[config.mk]
export PLATFORM = sky130hd
export DESIGN_NAME = axis_tracker_ctrl
export DESIGN_NICKNAME = d
export VERILOG_FILES = /design/src/rtl/axis_tracker_ctrl.sv
export SDC_FILE = /design/constraint.sdc
export NUM_CORES = 1
export LEC_CHECK = 0
export BUFFER_PORTS_ARGS = -buffer_cell sky130_fd_sc_hd__buf_2
export CORE_MARGIN = 5
export CORE_UTILIZATION = 55
export CTS_BUF_LIST = sky130_fd_sc_hd__clkbuf_4
export DETAILED_ROUTE_END_ITERATION = 10
export PLACE_DENSITY = 0.86
export SLEW_MARGIN = 15
export SYNTH_ARGS = -nofsm -noshare
export SYNTH_HDL_FRONTEND = slang
export SYNTH_SLANG_ARGS = --single-unit
[constraint.sdc]
create_clock -name clk -period 3.47 [get_ports clk]
set_clock_uncertainty 0.1 [all_clocks]
set_input_delay 0.5205 -clock clk [delete_from_list [all_inputs] [get_ports clk]]
set_output_delay 0.5205 -clock clk [all_outputs]
set_load 0.03 [all_outputs]
[src/rtl/axis_tracker_ctrl.sv]
// ---------------------------------------------------------------------------
// axis_tracker_ctrl
// Two-axis stepper tracker controller. Each axis compares either a pair of
// light sensors (auto) or a target against the current position (manual),
// then issues a step and waits a settle time. It re-evaluates after each
// settle until no motion is needed.
//
// Ports
//   clk, rst                  single rising-edge clock, synchronous active-high reset
//   sma                       1 = manual target tracking, 0 = auto sensor balancing
//   sample                    one-cycle strobe that starts an evaluation from IDLE
//   R_vertical_1/2            theta sensor pair (unsigned, W bits)
//   R_horizontal_1/2          phi sensor pair (unsigned, W bits)
//   theta_manual, phi_manual  manual-mode target positions
//   s_out_<axis>_<dir>        bit0 = direction enable, bit1 = step pulse
//   theta_actual, phi_actual  position counters
//   lim_theta, lim_phi        sticky flag: a step was blocked by a limit
//   busy                      either axis is out of IDLE
// ---------------------------------------------------------------------------

// ---------------------------------------------------------------------------
// axis_tracker_axis
// One axis engine: evaluation FSM, step/settle timers, position counter and
// limit flag.
//
// Ports
//   clk, rst            clock, synchronous active-high reset
//   sample              evaluation strobe (honoured only in IDLE)
//   sens_1, sens_2      sensor pair; auto error = sens_1 - sens_2
//   target, mode        manual target and mode (1 = manual)
//   drv_pos, drv_neg    drive outputs {step pulse, direction enable}
//   pos                 current position
//   lim                 sticky limit flag
//   busy                engine not in IDLE
//
// state    | meaning
// ---------+--------------------------------------------------------------
// IDLE     | waiting for sample; drives off
// EVAL     | one-cycle decision on the captured error
// MOVE_POS | positive direction enabled; pulse on last divider count
// MOVE_NEG | negative direction enabled; pulse on last divider count
// SETTLE   | drives off for SETTLE_CYC cycles; re-captures inputs at end
// ---------------------------------------------------------------------------
module axis_tracker_axis #(
  parameter int W          = 16,
  parameter int DEADBAND   = 4,
  parameter int STEP_DIV   = 4,
  parameter int SETTLE_CYC = 8,
  parameter int POS_MAX    = 180,
  parameter int POS_INIT   = 90
) (
  input  logic         clk,
  input  logic         rst,
  input  logic         sample,
  input  logic [W-1:0] sens_1,
  input  logic [W-1:0] sens_2,
  input  logic [W-1:0] target,
  input  logic         mode,
  output logic [1:0]   drv_pos,
  output logic [1:0]   drv_neg,
  output logic [W-1:0] pos,
  output logic         lim,
  output logic         busy
);

  localparam int SCW = (STEP_DIV > 1) ? $clog2(STEP_DIV) : 1;
  localparam int TCW = (SETTLE_CYC > 1) ? $clog2(SETTLE_CYC) : 1;

  localparam logic [SCW-1:0]  STEP_LAST   = SCW'(STEP_DIV - 1);
  localparam logic [TCW-1:0]  SETTLE_LAST = TCW'(SETTLE_CYC - 1);
  localparam logic [W-1:0]    PMAX        = W'(POS_MAX);
  localparam logic [W-1:0]    PINIT       = W'(POS_INIT);
  localparam logic [W-1:0]    PZERO       = '0;
  localparam logic signed [W:0] DB_P      = (W+1)'(DEADBAND);
  localparam logic signed [W:0] DB_N      = -DB_P;
  localparam logic signed [W:0] ERR_ZERO  = '0;

  typedef enum logic [2:0] {
    IDLE     = 3'd0,
    EVAL     = 3'd1,
    MOVE_POS = 3'd2,
    MOVE_NEG = 3'd3,
    SETTLE   = 3'd4
  } state_t;

  state_t         state_q, state_d;
  logic [SCW-1:0] step_q, step_d;
  logic [TCW-1:0] settle_q, settle_d;
  logic [W-1:0]   pos_q, pos_d;
  logic           lim_q, lim_d;
  logic [W-1:0]   s1_q, s1_d;
  logic [W-1:0]   s2_q, s2_d;
  logic [W-1:0]   tgt_q, tgt_d;
  logic           mode_q, mode_d;

  logic signed [W:0] err;
  logic              want_pos;
  logic              want_neg;

  // Manual error uses the live position so each re-evaluation sees the
  // result of the step that just completed.
  always_comb begin
    if (mode_q) begin
      err      = $signed({1'b0, tgt_q}) - $signed({1'b0, pos_q});
      want_pos = (err > ERR_ZERO);
      want_neg = (err < ERR_ZERO);
    end else begin
      err      = $signed({1'b0, s1_q}) - $signed({1'b0, s2_q});
      want_pos = (err > DB_P);
      want_neg = (err < DB_N);
    end
  end

  always_comb begin
    state_d  = state_q;
    step_d   = step_q;
    settle_d = settle_q;
    pos_d    = pos_q;
    lim_d    = lim_q;
    s1_d     = s1_q;
    s2_d     = s2_q;
    tgt_d    = tgt_q;
    mode_d   = mode_q;
    drv_pos  = 2'b00;
    drv_neg  = 2'b00;

    case (state_q)
      IDLE: begin
        if (sample) begin
          s1_d    = sens_1;
          s2_d    = sens_2;
          tgt_d   = target;
          mode_d  = mode;
          state_d = EVAL;
        end
      end

      EVAL: begin
        step_d = '0;
        if (want_pos) begin
          if (pos_q == PMAX) begin
            lim_d   = 1'b1;
            state_d = IDLE;
          end else begin
            state_d = MOVE_POS;
          end
        end else if (want_neg) begin
          if (pos_q == PZERO) begin
            lim_d   = 1'b1;
            state_d = IDLE;
          end else begin
            state_d = MOVE_NEG;
          end
        end else begin
          state_d = IDLE;
        end
      end

      MOVE_POS: begin
        drv_pos[0] = 1'b1;
        if (step_q == STEP_LAST) begin
          drv_pos[1] = 1'b1;
          if (pos_q != PMAX) pos_d = pos_q + W'(1);
          lim_d    = 1'b0;
          step_d   = '0;
          settle_d = '0;
          state_d  = SETTLE;
        end else begin
          step_d = step_q + SCW'(1);
        end
      end

      MOVE_NEG: begin
        drv_neg[0] = 1'b1;
        if (step_q == STEP_LAST) begin
          drv_neg[1] = 1'b1;
          if (pos_q != PZERO) pos_d = pos_q - W'(1);
          lim_d    = 1'b0;
          step_d   = '0;
          settle_d = '0;
          state_d  = SETTLE;
        end else begin
          step_d = step_q + SCW'(1);
        end
      end

      SETTLE: begin
        if (settle_q == SETTLE_LAST) begin
          s1_d     = sens_1;
          s2_d     = sens_2;
          tgt_d    = target;
          mode_d   = mode;
          settle_d = '0;
          state_d  = EVAL;
        end else begin
          settle_d = settle_q + TCW'(1);
        end
      end

      default: state_d = IDLE;
    endcase

    // Reset wins in its own cycle: a due step pulse never reaches the pins.
    if (rst) begin
      drv_pos = 2'b00;
      drv_neg = 2'b00;
    end
  end

  always_ff @(posedge clk) begin
    if (rst) begin
      state_q  <= IDLE;
      step_q   <= '0;
      settle_q <= '0;
      pos_q    <= PINIT;
      lim_q    <= 1'b0;
      s1_q     <= '0;
      s2_q     <= '0;
      tgt_q    <= '0;
      mode_q   <= 1'b0;
    end else begin
      state_q  <= state_d;
      step_q   <= step_d;
      settle_q <= settle_d;
      pos_q    <= pos_d;
      lim_q    <= lim_d;
      s1_q     <= s1_d;
      s2_q     <= s2_d;
      tgt_q    <= tgt_d;
      mode_q   <= mode_d;
    end
  end

  assign pos  = pos_q;
  assign lim  = lim_q;
  assign busy = (state_q != IDLE);

endmodule

module axis_tracker_ctrl #(
  parameter int W          = 16,
  parameter int DEADBAND   = 4,
  parameter int STEP_DIV   = 4,
  parameter int SETTLE_CYC = 8,
  parameter int POS_MAX    = 180,
  parameter int POS_INIT   = 90
) (
  input  logic         clk,
  input  logic         rst,
  input  logic         sma,
  input  logic         sample,
  input  logic [W-1:0] R_vertical_1,
  input  logic [W-1:0] R_vertical_2,
  input  logic [W-1:0] R_horizontal_1,
  input  logic [W-1:0] R_horizontal_2,
  input  logic [W-1:0] theta_manual,
  input  logic [W-1:0] phi_manual,
  output logic [1:0]   s_out_theta_pos,
  output logic [1:0]   s_out_theta_neg,
  output logic [1:0]   s_out_phi_pos,
  output logic [1:0]   s_out_phi_neg,
  output logic [W-1:0] theta_actual,
  output logic [W-1:0] phi_actual,
  output logic         lim_theta,
  output logic         lim_phi,
  output logic         busy
);

  logic busy_theta;
  logic busy_phi;

  axis_tracker_axis #(
    .W(W), .DEADBAND(DEADBAND), .STEP_DIV(STEP_DIV),
    .SETTLE_CYC(SETTLE_CYC), .POS_MAX(POS_MAX), .POS_INIT(POS_INIT)
  ) u_theta (
    .clk     (clk),
    .rst     (rst),
    .sample  (sample),
    .sens_1  (R_vertical_1),
    .sens_2  (R_vertical_2),
    .target  (theta_manual),
    .mode    (sma),
    .drv_pos (s_out_theta_pos),
    .drv_neg (s_out_theta_neg),
    .pos     (theta_actual),
    .lim     (lim_theta),
    .busy    (busy_theta)
  );

  axis_tracker_axis #(
    .W(W), .DEADBAND(DEADBAND), .STEP_DIV(STEP_DIV),
    .SETTLE_CYC(SETTLE_CYC), .POS_MAX(POS_MAX), .POS_INIT(POS_INIT)
  ) u_phi (
    .clk     (clk),
    .rst     (rst),
    .sample  (sample),
    .sens_1  (R_horizontal_1),
    .sens_2  (R_horizontal_2),
    .target  (phi_manual),
    .mode    (sma),
    .drv_pos (s_out_phi_pos),
    .drv_neg (s_out_phi_neg),
    .pos     (phi_actual),
    .lim     (lim_phi),
    .busy    (busy_phi)
  );

  assign busy = busy_theta | busy_phi;

endmodule

# After elaboration in Yosys (flattened, before gate mapping)
# Index checks and enable logic that the tools add are counted.
# totals
reg_bits,148
output_inout_bits,43
elab_cells,187
inputBits,100
# op_classes
mux,84
addsub,12
magnitude_cmp,8
bitwise,1
eq_ne,36
n_reduce_logical,28
# op_table
operator,n
$mux 16,20
$pmux 16 s2,8
$sub 16x16->17,4
$gt 17x1->1 const B,2
$gt 17x4->1 const B,2
$lt 17x1->1 const B,2
$lt 17x3->1 const B,2
$mux 3,11
$add 16x1->16 const B,2
$eq 16x8->1 const B,2
$logic_not 16->1,2
$mux 2,16
$ne 16x8->1 const B,2
$reduce_bool 16->1,2
$sub 16x1->16 const B,2
$ne 2x1->1 const B,12
$pmux 3 s4,2
$reduce_and 5->1,4
$mux 1,19
$reduce_bool 2->1,8
$eq 3x2->1 const B,4
$eq 3x3->1 const B,4
$ne 3x1->1 const B,4
$pmux 3 s2,2
14 further kinds,31

# Depth between registers and ports, before layout
# Gate-level depths: netlist of the first run.
# logic_depth
ltp_word,6
mapped_depth,15
mapped_depth_nobuf,14

# By module
# A second synthesis of the first run with hierarchy kept.
# hier_totals
hier_cells,1459
area_unflattened_um2,10789.1
# modules_own_cells
mod,instances,seq_area_each_um2,area_per_inst_um2,cells_each
axis_tracker_axis (u_phi),1,1481.4,5391.4,741
axis_tracker_axis (u_theta),1,1481.4,5391.4,717
axis_tracker_ctrl,1,0.0,6.3,1

# Worst setup path before layout of the first run
# OpenSTA, ideal clock, no wires.
# synth_timing
path_type,register to register
start,register u_theta.state_q[1]
end,"register u_theta.pos_q[15], in the netlist u_theta.pos[15]"
t_required_ns,3.242
path_buffers,0
setup_slack_ns,-0.049
setup_time_ns,0.128
path_stages_with_launch,15
synth_period_minus_slack_ns,3.519
arrival_ns,3.291
cell_sequence,dfxtp_1 -> nor2b_1 -> nand2_1 -> inv_1 -> ha_1 -> a21o_1 -> a21oi_1 -> o21ai_1 -> a2111oi_2 -> nor3_1 -> a221o_1 -> o221a_2 -> mux2_1 -> xnor2_1 -> nor2_1
# synth_between
elab_chain_len,3
elab_cells_between_ends,9
classes_between,6 x eq/ne; 1 x mux; 2 x reduce/logical
# synth_rtl
element,line_no,text
start: declaration,86,"state_t state_q, state_d;"
start signal: assignment,222,state_q <= state_d;
$eq 3x2->1,127,case (state_q)
$ne 2x1->1 (no line) / $reduce_bool 2->1 (equally long branches),--,
$reduce_and 5->1 (no line),--,
end signal: assignment,225,pos_q <= pos_d;
end: declaration,89,"logic [W-1:0] pos_q, pos_d;"
# Several ways; a longest one is shown, not always the timed one.
# A chain may end at the register's enable or synchronous reset.

# Final worst setup path of the first run
# layout_timing
start,"register u_phi.pos_q[9], in the netlist u_phi.pos[9]"
end,register u_phi.state_q[1]
# layout_between
elab_chain_len,6
elab_cells_between_ends,12
classes_between,1 x add/sub; 2 x order compare; 1 x eq/ne; 7 x mux; 1 x reduce/logical
# layout_rtl
element,line_no,text
start: declaration,89,
start signal: assignment,225,
$sub 16x16->17,104,"err = $signed({1'b0, tgt_q}) - $signed({1'b0, pos_q});"
$lt 17x1->1,106,want_neg = (err < ERR_ZERO);
$mux 1,103,if (mode_q) begin
$mux 2,147,end else if (want_neg) begin
$mux 3 (*),140,if (want_pos) begin
$pmux 3 s4 (*),127,
end signal: assignment,222,
end: declaration,86,
# Every way passes the cells marked *; elsewhere a longest branch is shown, timed or not.

==> results of run 1 <==
==> placed cells by master, fill, tap and decap left out, types with 7 or more instances in the layout <==
cell,n
nor4_1,13
nand3_1,26
xnor2_1,27
a21o_1,21
o2111ai_1,9
nand4_1,13
a31oi_1,8
clkbuf_4,17
a211o_1,11
and2_1,7
nor2b_1,22
dfxtp_1,147
and3_1,9
buf_2,141
nor3_1,39
nor2_1,126
a211oi_1,8
xor2_1,22
a21oi_1,171
buf_4,39
mux2i_1,14
inv_1,101
ha_1,98
nand2b_1,17
o21a_1,18
nor3b_1,7
o21ai_0,41
nand2_1,247
or3_1,8
==> layout make-up <==
cell class / instances / share of cell area (%)
Multi-Input combinational cell: 1127 / 59.5
Inverter: 102 / 3.14
Clock buffer: 17 / 1.05
Antenna cell: 1 / 0.0206
Timing Repair Buffer: 180 / 8.20
Sequential cell: 148 / 24.3
Clock inverter: 14 / 1.04
Tap cell: 265 / 2.72
==> path summary, 6_finish.rpt <==
path / from / depth (start not counted) / endpoint
hold reg to reg: u_theta.tgt_q[0] / 2 / u_theta.tgt_q[0]
setup reg to reg: u_phi.pos[9] / 11 / u_phi.state_q[1]
setup / recovery: u_phi.pos[9] / 11 / u_phi.state_q[1]
hold / removal: phi_manual[6] / 3 / u_phi.tgt_q[6]
==> layer usage <==
layer / wire, µm / up-vias / global-route usage (%)
met5: 0 / - / 0
met4: 637 / 0 / 7.32
met3: 1640 / 60 / 4.59
met2: 13500 / 316 / 42.2
met1: 12500 / 4855 / 31.9
li1: - / 5315 / -
==> cells by family after synthesis <==
kind of cell	Yosys count	share of synthesized area [%]
AND/OR/NAND/NOR	577	25.3
XOR/XNOR	50	4.10
multiplexers	17	1.63
AO/OA/AOI/OAI	379	22.6
flip-flops	148	27.7
adder cells (fa/ha/maj)	104	12.6
buffers and inverters	159	6.06
==> report_power, final <==
group          switching, W  internal (W)
sequential         0.000132       0.00189
combinational       0.00187       0.00127
clock              0.000682      0.000357
total               0.00268       0.00353
==> state kept, by name (all words and copies together) (netlist names), 2 cells and up <==
| name | count |
|---|---|
| u_phi.settle_q | 3 |
| u_theta.step_q | 2 |
| u_phi.state_q | 3 |
| u_theta.s2_q | 16 |
| u_theta.s1_q | 16 |
| u_phi.s1_q | 16 |
| u_theta.settle_q | 3 |
| u_theta.pos | 16 |
| u_phi.tgt_q | 16 |
| u_phi.s2_q | 16 |
| u_phi.step_q | 2 |
| u_phi.pos | 16 |
| u_theta.tgt_q | 16 |
| u_theta.state_q | 3 |
==> through the flow <==
step	worst slack [ps]	TNS [ps]	instance area (µm²)	util, %
final	120	0	12200	63.2
after global routing	-41.8	-48.6	12200	63.2
after CTS	65.1	0	12000	62.4
after detailed placement	101	0	11800	61.1
after global placement	153	0	11800	61.0
after floorplan	71.3	0	10700	-
==> worst register-to-register path: cells and delay by family, from the launching register on <==
family	cells	cell delay, ps
flops	1	470
compound gates	9	2200
buf+inv	1	110
fa+ha+maj	1	340
==> what timing repair did <==
item | 4_1_cts | 5_1_grt
cloned | 0 | 0
hold buffers | 0 | 0
endpoints found under the setup margin | 1 | 8
pin swaps | 0 | 4
gates resized for setup | 1 | 27
hold endpoints to repair | 0 | 0
==> summary.md, run 1 <==
| Metric | Value |
|---|---|
| CTS Buf Count | 17 |
| Multi-input logic area | between 0.007 and 0.008 mm² |
| Fillers | 1724 |
| Clock slew at reported path FFs | 160 ps |
| Synthesized Nets | 1638 |
| Fin crit period | 3350 ps |
| Cell Area, Synth | 0.0107 mm² |
| Tot Pwr | 0.00621 W |
| Power Dens Cells | 510 mW/mm² |
| HP Class | in -> reg |
| First-pass GRT wire length | 45900 µm |
| Core box area | 0.0193 mm² |
| Final setup viols | 0 |
| Warnings from Yosys | 0 |
| Final wirelength | ~28000 µm |
| Top_reg_cell synth | dfxtp_1 |
| Headroom to the max-slew limit | 41.9% |
| Drt wl/cell | roughly 15 µm |
| RSZ-0062 raised after global routing | yes |
| Synth top cells by count | 247 x nand2_1, 173 x a21oi_1, 148 x dfxtp_1 |
| CTS tree | built |
| Vias per cell | 5.69 |
| Element type at the critical path end | register |
| Slew Limit Fails | 0 |
| Measured slew at the worst slew-check pin | 872 ps |
| Num ports | between 100 and 150 |
| Lkg Pwr | 5.43 nW |
| Sequential element share of the synthesized area | 27.7% |
| Yosys cell types | 90 |
| Die ar. | 0.0223 mm² |
| Row Count | 51 |
| Root Driver | clkbuf_4 |
| Required time of the critical path | 3810 ps |
| Top cells by area, synth | dfxtp_1 28%, ha_1 11%, nand2_1 8.7% |
| CTS Buffer Depth | 2 |
| Number of synthesized register bits | 148 |
| Nets | about 1800 |
| Non-filler instance count after layout | 1854 |
| Synth top area share | 27.7% |
| Vias in the first global route | about 10000 |
| Largest area contributor in the netlist | dfxtp_1 |
| Crit-path max cell delay | 470 ps |
| Most frequent cell after synthesis | nand2_1 |
| Reg2Reg Setup Slack | 120 ps |
| Final hold viol count | 0 |
| DP HPWL | 21600 µm |
| Slowest cell on crit path | dfxtp_1 |
| Final GP Congestion | 0.949 |
| Clk Latency, worst-skew pair | roughly 570 ps |
| Pre-antenna DRT Iters | 5 |
| Max IR drop VDD | 0.390 mV |
| Initial antenna violation count | 1 |
| Status | finished, final reports clean |
| Die Span Y | 149 µm |
| Share of layout cells above drive strength 1 | roughly 17% |
| Port Buffers | about 140 |
| Initial Util | 55.4% |
| Register area | 0.00296 mm² |
| Layout overhead on the synthesized area | 14.0% |
| Critical Path AT | between 3000 and 4000 ps |
| Grt ovf | 0 |
| Crit-path cells | inv_1 > ha_1 > a21o_1 > a221oi_2 > o311ai_1 > a2111oi_0 > o2111ai_1 > a2111oi_4 > a41oi_1 > a31oi_1 > o211ai_1 |
| Die Wd | between 100 and 150 µm |
| Post-synth EDFFs | 0 |
| Total track usage | 24.7% |
| Final period util | 96.5% |
| Hold_ws | roughly 75 ps |
| Routed Antenna Nets | 0 |
| CP top delay family | compound AO/OA/AOI/OAI gates |
| Syn Inst Count | 1434 |
| # placed instances | about 1800 |
| Post-CTS setup buffers | 0 |
| Asr flop ratio synth | 0% |
| Routed via count | 10500 |
| WP buf/inv | 1 |
| H-Tree Depth | 4 |
| Remaining DRCs | 0 |
| Max_cap viols | 0 |
| Startpoint Class | register |
| Syn Area/Cell | 7.45 µm² |
| Critical path class | reg -> reg |
| Maximum fanout along the worst path | 5 |
| 1st-iter DRT viols | 565 |
| Fmax | 298 MHz |
| Largest net degree at the start of global routing | 60 |
| Sink Count | 148 |
Note: power is estimated with default switching activity, not from simulation.
==> run 2, diff against run 1 <==
- GPL_TIMING_DRIVEN: default -> 0
==> run 2 against run 1 <==
Compared with the run above: total power up 3.8%; cell area up 1.1%; global-route usage rose by 1.4 points; wire length rose by 6.5%; via count increased by 2.9%; hold slack got worse by 4.9 ps; sequential share of layout area shrank 0.094 points; non-clock buffer count up 22; clock power rose by 18%; combinational power is 1% higher; critical endpoint unchanged; highest routed layer unchanged.
==> summary.md, run 2 (synthesis results as in run 1) <==
| Metric | Value |
|---|---|
| Status | finished, final reports clean |
| Critical path class | reg -> reg |
| Largest net degree at the start of global routing | 17 |
| Final period util | 99.7% |
| Final Instance Area | 0.0123 mm² |
| Fmax | between 200 and 300 MHz |
| CTS Buffer Depth | 2 |
| Max IR drop VDD | 0.363 mV |
| Final wirelength | 30100 µm |
| HP Class | in -> reg |
| Dpl cell area | 0.0117 mm² |
| Slowest cell on crit path | dfxtp_1 |
| DP HPWL | 23300 µm |
| Die Span Y | roughly 150 µm |
| Nets | around 1800 |
| Fillers | between 1500 and 2000 |
| RSZ-0062 raised after global routing | yes |
| Element type at the critical path end | register |
| Most common cell after layout, fill and taps aside | nand2_1 |
| Total track usage | a little over a quarter |
| Final GP Congestion | 0.932 |
| Initial Util | a little under three fifths |
| Maximum fanout along the worst path | 5 |
| Pre-antenna DRT Iters | 5 |
| Row Count | 51 |
| 1st-iter DRT viols | 704 |
| Headroom to the max-slew limit | between 40% and 50% |
| Die Wd | 149 µm |
| Final hold viol count | 0 |
| Commonest non-fill, non-tap cells in the layout | 246 x nand2_1, 168 x a21oi_1, 144 x buf_2 |
| Fin crit period | 3460 ps |
| Required time of the critical path | 3820 ps |
| CTS tree | built |
| Initial antenna violation count | 2 |
| CTS Buf Count | 17 |
| Core box area | 0.0193 mm² |
| Crit-path cells | inv_1 > ha_1 > and2_1 > o21ai_0 > a31oi_1 > o211ai_1 > a21oi_2 > o21a_1 > a2111oi_4 > a41oi_1 > a31oi_1 > o211ai_1 |
| H-Tree Depth | 4 |
| Routed via count | 10800 |
| Final setup viols | 0 |
| Clock slew at reported path FFs | roughly 140 ps |
| Share of layout cells above drive strength 1 | 15.9% |
| Drt wl/cell | 16.1 µm |
| Vias in the first global route | 10300 |
| Crit-path max cell delay | 460 ps |
| Die ar. | about 0.022 mm² |
| Power Dens Cells | 524 mW/mm² |
| Root Driver | clkbuf_4 |
| Routed Antenna Nets | 0 |
| Port Buffers | 142 |
| Fin util | 63.9% |
| Vias per cell | 5.78 |
| Lkg Pwr | 5.40 nW |
| Sink Count | 148 |
| Measured slew at the worst slew-check pin | ~810 ps |
| Clk Latency, worst-skew pair | 570 ps |
| Setup TNS | 0 ps |
| Max_cap viols | 0 |
| Remaining DRCs | 0 |
| Reg2Reg Setup Slack | 9 ps |
| Slew Limit Fails | 0 |
| Critical Path AT | between 3000 and 4000 ps |
| Grt ovf | 0 |
| Layout overhead on the synthesized area | 15.2% |
| Startpoint Class | register |
| First-pass GRT wire length | 48000 µm |
| Num ports | 143 |
run 2: stage by stage:
step / hold slack, ps / power, W / std cells / setup slack, ps
2_1_floorplan: 336 / 0.00439 / 1434 / 71.3
3_3_place_gp: 343 / 0.00499 / 1841 / -478
3_5_place_dp: 346 / 0.00506 / 1841 / -528
4_1_cts: 50.2 / 0.00631 / 1873 / 0.207
5_1_grt: 29.7 / 0.00690 / 1876 / -84.0
6_report: 69.8 / 0.00644 / 1876 / 8.73
run 2: area by class of cell:
type | count | area (µm²) | area share [%]
buffer | 55 | 256 | 2.08
tap | 265 | 332 | 2.69
clock buffer | 18 | 135 | 1.10
inverter | 102 | 389 | 3.16
antenna | 2 | 5.00 | 0.0407
timing repair buffer | 147 | 748 | 6.08
clock inverter | 12 | 180 | 1.46
multi-input combinational | 1127 | 7280 | 59.1
sequential | 148 | 2990 | 24.3
run 2: path summary, 6_finish.rpt:
check	end	from	cells after the start
hold reg to reg	u_phi.s2_q[12]	u_phi.s2_q[12]	2
hold / removal	u_phi.s1_q[7]	R_horizontal_1[7]	3
setup reg to reg	u_phi.state_q[1]	u_phi.pos[3]	12
setup / recovery	u_phi.state_q[1]	u_phi.pos[3]	12
run 2: where the power goes:
part	leakage [nW]	internal [W]	switching, W
Combinational	4.02	0.00126	0.00192
Sequential	1.21	0.00189	0.000141
Clock	0.165	0.000576	0.000655
run 2: repair_timing:
item	CTS	global route
pin swaps	1	8
buffers inserted	3	2
hold buffers	0	0
resized for setup	12	47
setup endpoints to repair	12	9
run 2: critical path: cells and delay by family (launching register included):
| family | cells | cell delay, ps |
|---|---|---|
| AOI/OAI and AO/OA | 9 | 2180 |
| adders and majority gates | 1 | 340 |
| buffers and inverters | 1 | 70 |
| DFF | 1 | 460 |
| and+or+nand+nor | 1 | 180 |
run 2: metal layers:
layer  track usage, %  routed length, µm
met5                0                  0
met4             9.34                798
met3             4.86               1840
met2             44.7              14500
met1             32.9              13000
==> run 3, diff against run 2 <==
- RECOVER_POWER: default -> 50
==> run 3 against run 2 <==
Compared with the run above: cell count unchanged; clock-buffer cell count unchanged; critical path depth unchanged.
==> summary.md, run 3 (synthesis results as in run 1) <==
| Metric | Value |
|---|---|
| Status | finished, final reports clean |
| Critical path class | reg -> reg |
| CTS Buf Count | 17 |
| Die ar. | 0.0223 mm² |
| Element type at the critical path end | register |
| Min-Delay Path Depth | 3 |
| Drt wl/cell | 16.1 µm |
| Final GP Congestion | 0.932 |
| Initial Util | 55.4% |
| Slowest cell on crit path | dfxtp_1 |
| Layout overhead on the synthesized area | 14.8% |
| Core box area | around 0.019 mm² |
| Final wirelength | 30100 µm |
| Most common cell after layout, fill and taps aside | nand2_1 |
| Slew Limit Fails | 0 |
| Share of layout cells above drive strength 1 | 13.9% |
| Lkg Pwr | 5.28 nW |
| # placed instances | about 1800 |
| DP HPWL | between 20000 and 25000 µm |
| Largest net degree at the start of global routing | 17 |
| Crit-path max cell delay | about 450 ps |
| Routed Antenna Nets | 0 |
| Clk Latency, worst-skew pair | 580 ps |
| Measured slew at the worst slew-check pin | 796 ps |
| Final setup viols | 0 |
| Critical Path AT | 3750 ps |
| Row Count | 51 |
| Tot Pwr | 0.00645 W |
| Maximum fanout along the worst path | 5 |
| Total track usage | roughly a quarter |
| Nets | 1802 |
| HP Class | in -> reg |
| CTS tree | built |
| Vias in the first global route | 10300 |
| Max_cap viols | 0 |
| Headroom to the max-slew limit | 46.5% |
| H-Tree Depth | 4 |
| Die Wd | 149 µm |
| Routed via count | 10900 |
| Clock slew at reported path FFs | 140 ps |
| Power Dens Cells | 526 mW/mm² |
| Startpoint Class | register |
| Pre-antenna DRT Iters | 6 |
| First-pass GRT wire length | around 48000 µm |
| Sink Count | 148 |
| Non-filler instance count after layout | roughly 1900 |
| Port Buffers | 142 |
| Final period util | 97.9% |
| CTS Buffer Depth | 2 |
| Die Span Y | 149 µm |
| Commonest non-fill, non-tap cells in the layout | 246 x nand2_1, 168 x a21oi_1, 136 x dfxtp_1 |
| Num ports | 143 |
| RSZ-0062 raised after global routing | yes |
| Grt ovf | 0 |
| Final hold viol count | 0 |
| Remaining DRCs | 0 |
| Crit-path cells | inv_1 > ha_1 > and2_1 > o21ai_0 > a31oi_1 > o211ai_1 > a21oi_2 > o21a_1 > a2111oi_4 > a41oi_1 > a31oi_1 > o211ai_1 |
| Max IR drop VDD | around 0.36 mV |
| Fin crit period | 3400 ps |
| Cell count of the worst reg-to-reg path | 12 |
| Fmax | 294 MHz |
| 1st-iter DRT viols | between 600 and 700 |
| Hold Buf Count CTS | 0 |
| Initial antenna violation count | 2 |
| Root Driver | clkbuf_4 |
| Vias per cell | 5.80 |
| Required time of the critical path | between 3000 and 4000 ps |
## run 3: power by group
part / internal, W / leakage, nW / switching (W)
Combinational: 0.00126 / 3.90 / 0.00192
Clock: 0.000575 / 0.165 / 0.000657
Sequential: 0.00189 / 1.21 / 0.000141
## run 3: worst max-delay path: cells and delay by family, from the launching register on
kind	cells	cell delay, ps
DFF	1	450
and+or+nand+nor	1	180
adders and majority gates	1	340
AOI/OAI and AO/OA	9	2120
buffers and inverters	1	70
## run 3: final cells by class
type                            instances  area, µm²
Clock buffer                           18        135
Sequential cell                       148       2990
Timing Repair Buffer                  147        709
Fill cell                            1750       7010
Inverter                              102        389
Multi-Input combinational cell       1127       7280
Buffer                                 55        246
Antenna cell                            2       5.00
Tap cell                              265        332
Clock inverter                         12        180
## run 3: repair_timing
| action | CTS | global route |
|---|---|---|
| setup buffers | 3 | 2 |
| gates resized for setup | 12 | 47 |
| gates cloned | 0 | 0 |
| setup endpoints to repair | 12 | 9 |
| pin swaps | 1 | 8 |
## run 3: metrics by stage
| stage | hold slack, ps | setup WS [ps] | util [%] | cell area [µm²] | TNS, ps |
|---|---|---|---|---|---|
| global route | 29.7 | -86.0 | 63.6 | 12300 | -200 |
| finish | 64.6 | 72.6 | 63.6 | 12300 | 0 |
| detailed placement | 346 | -528 | 60.8 | 11700 | -2490 |
| floorplan | 336 | 71.3 | - | 10700 | 0 |
| global placement | 343 | -478 | 60.8 | 11700 | -1810 |
| CTS | 50.2 | 0.207 | 62.8 | 12100 | 0 |
## run 3: path summary, 6_finish.rpt
path | startpoint | to | slack, ps
setup / recovery | u_phi.pos[3] | u_phi.state_q[1] | 70
hold / removal | R_horizontal_1[7] | u_phi.s1_q[7] | 60
setup reg to reg | u_phi.pos[3] | u_phi.state_q[1] | 70
hold reg to reg | u_phi.s2_q[12] | u_phi.s2_q[12] | 360
## run 3: routing by layer
| metal | wire [µm] | global-route usage (%) | share of wire (%) |
|---|---|---|---|
| met4 | 786 | 9.34 | 2.6 |
| met3 | 1940 | 4.86 | 6.4 |
| met2 | 14500 | 44.7 | 48 |
| met5 | 0 | 0 | 0 |
| met1 | 12900 | 32.9 | 43 |
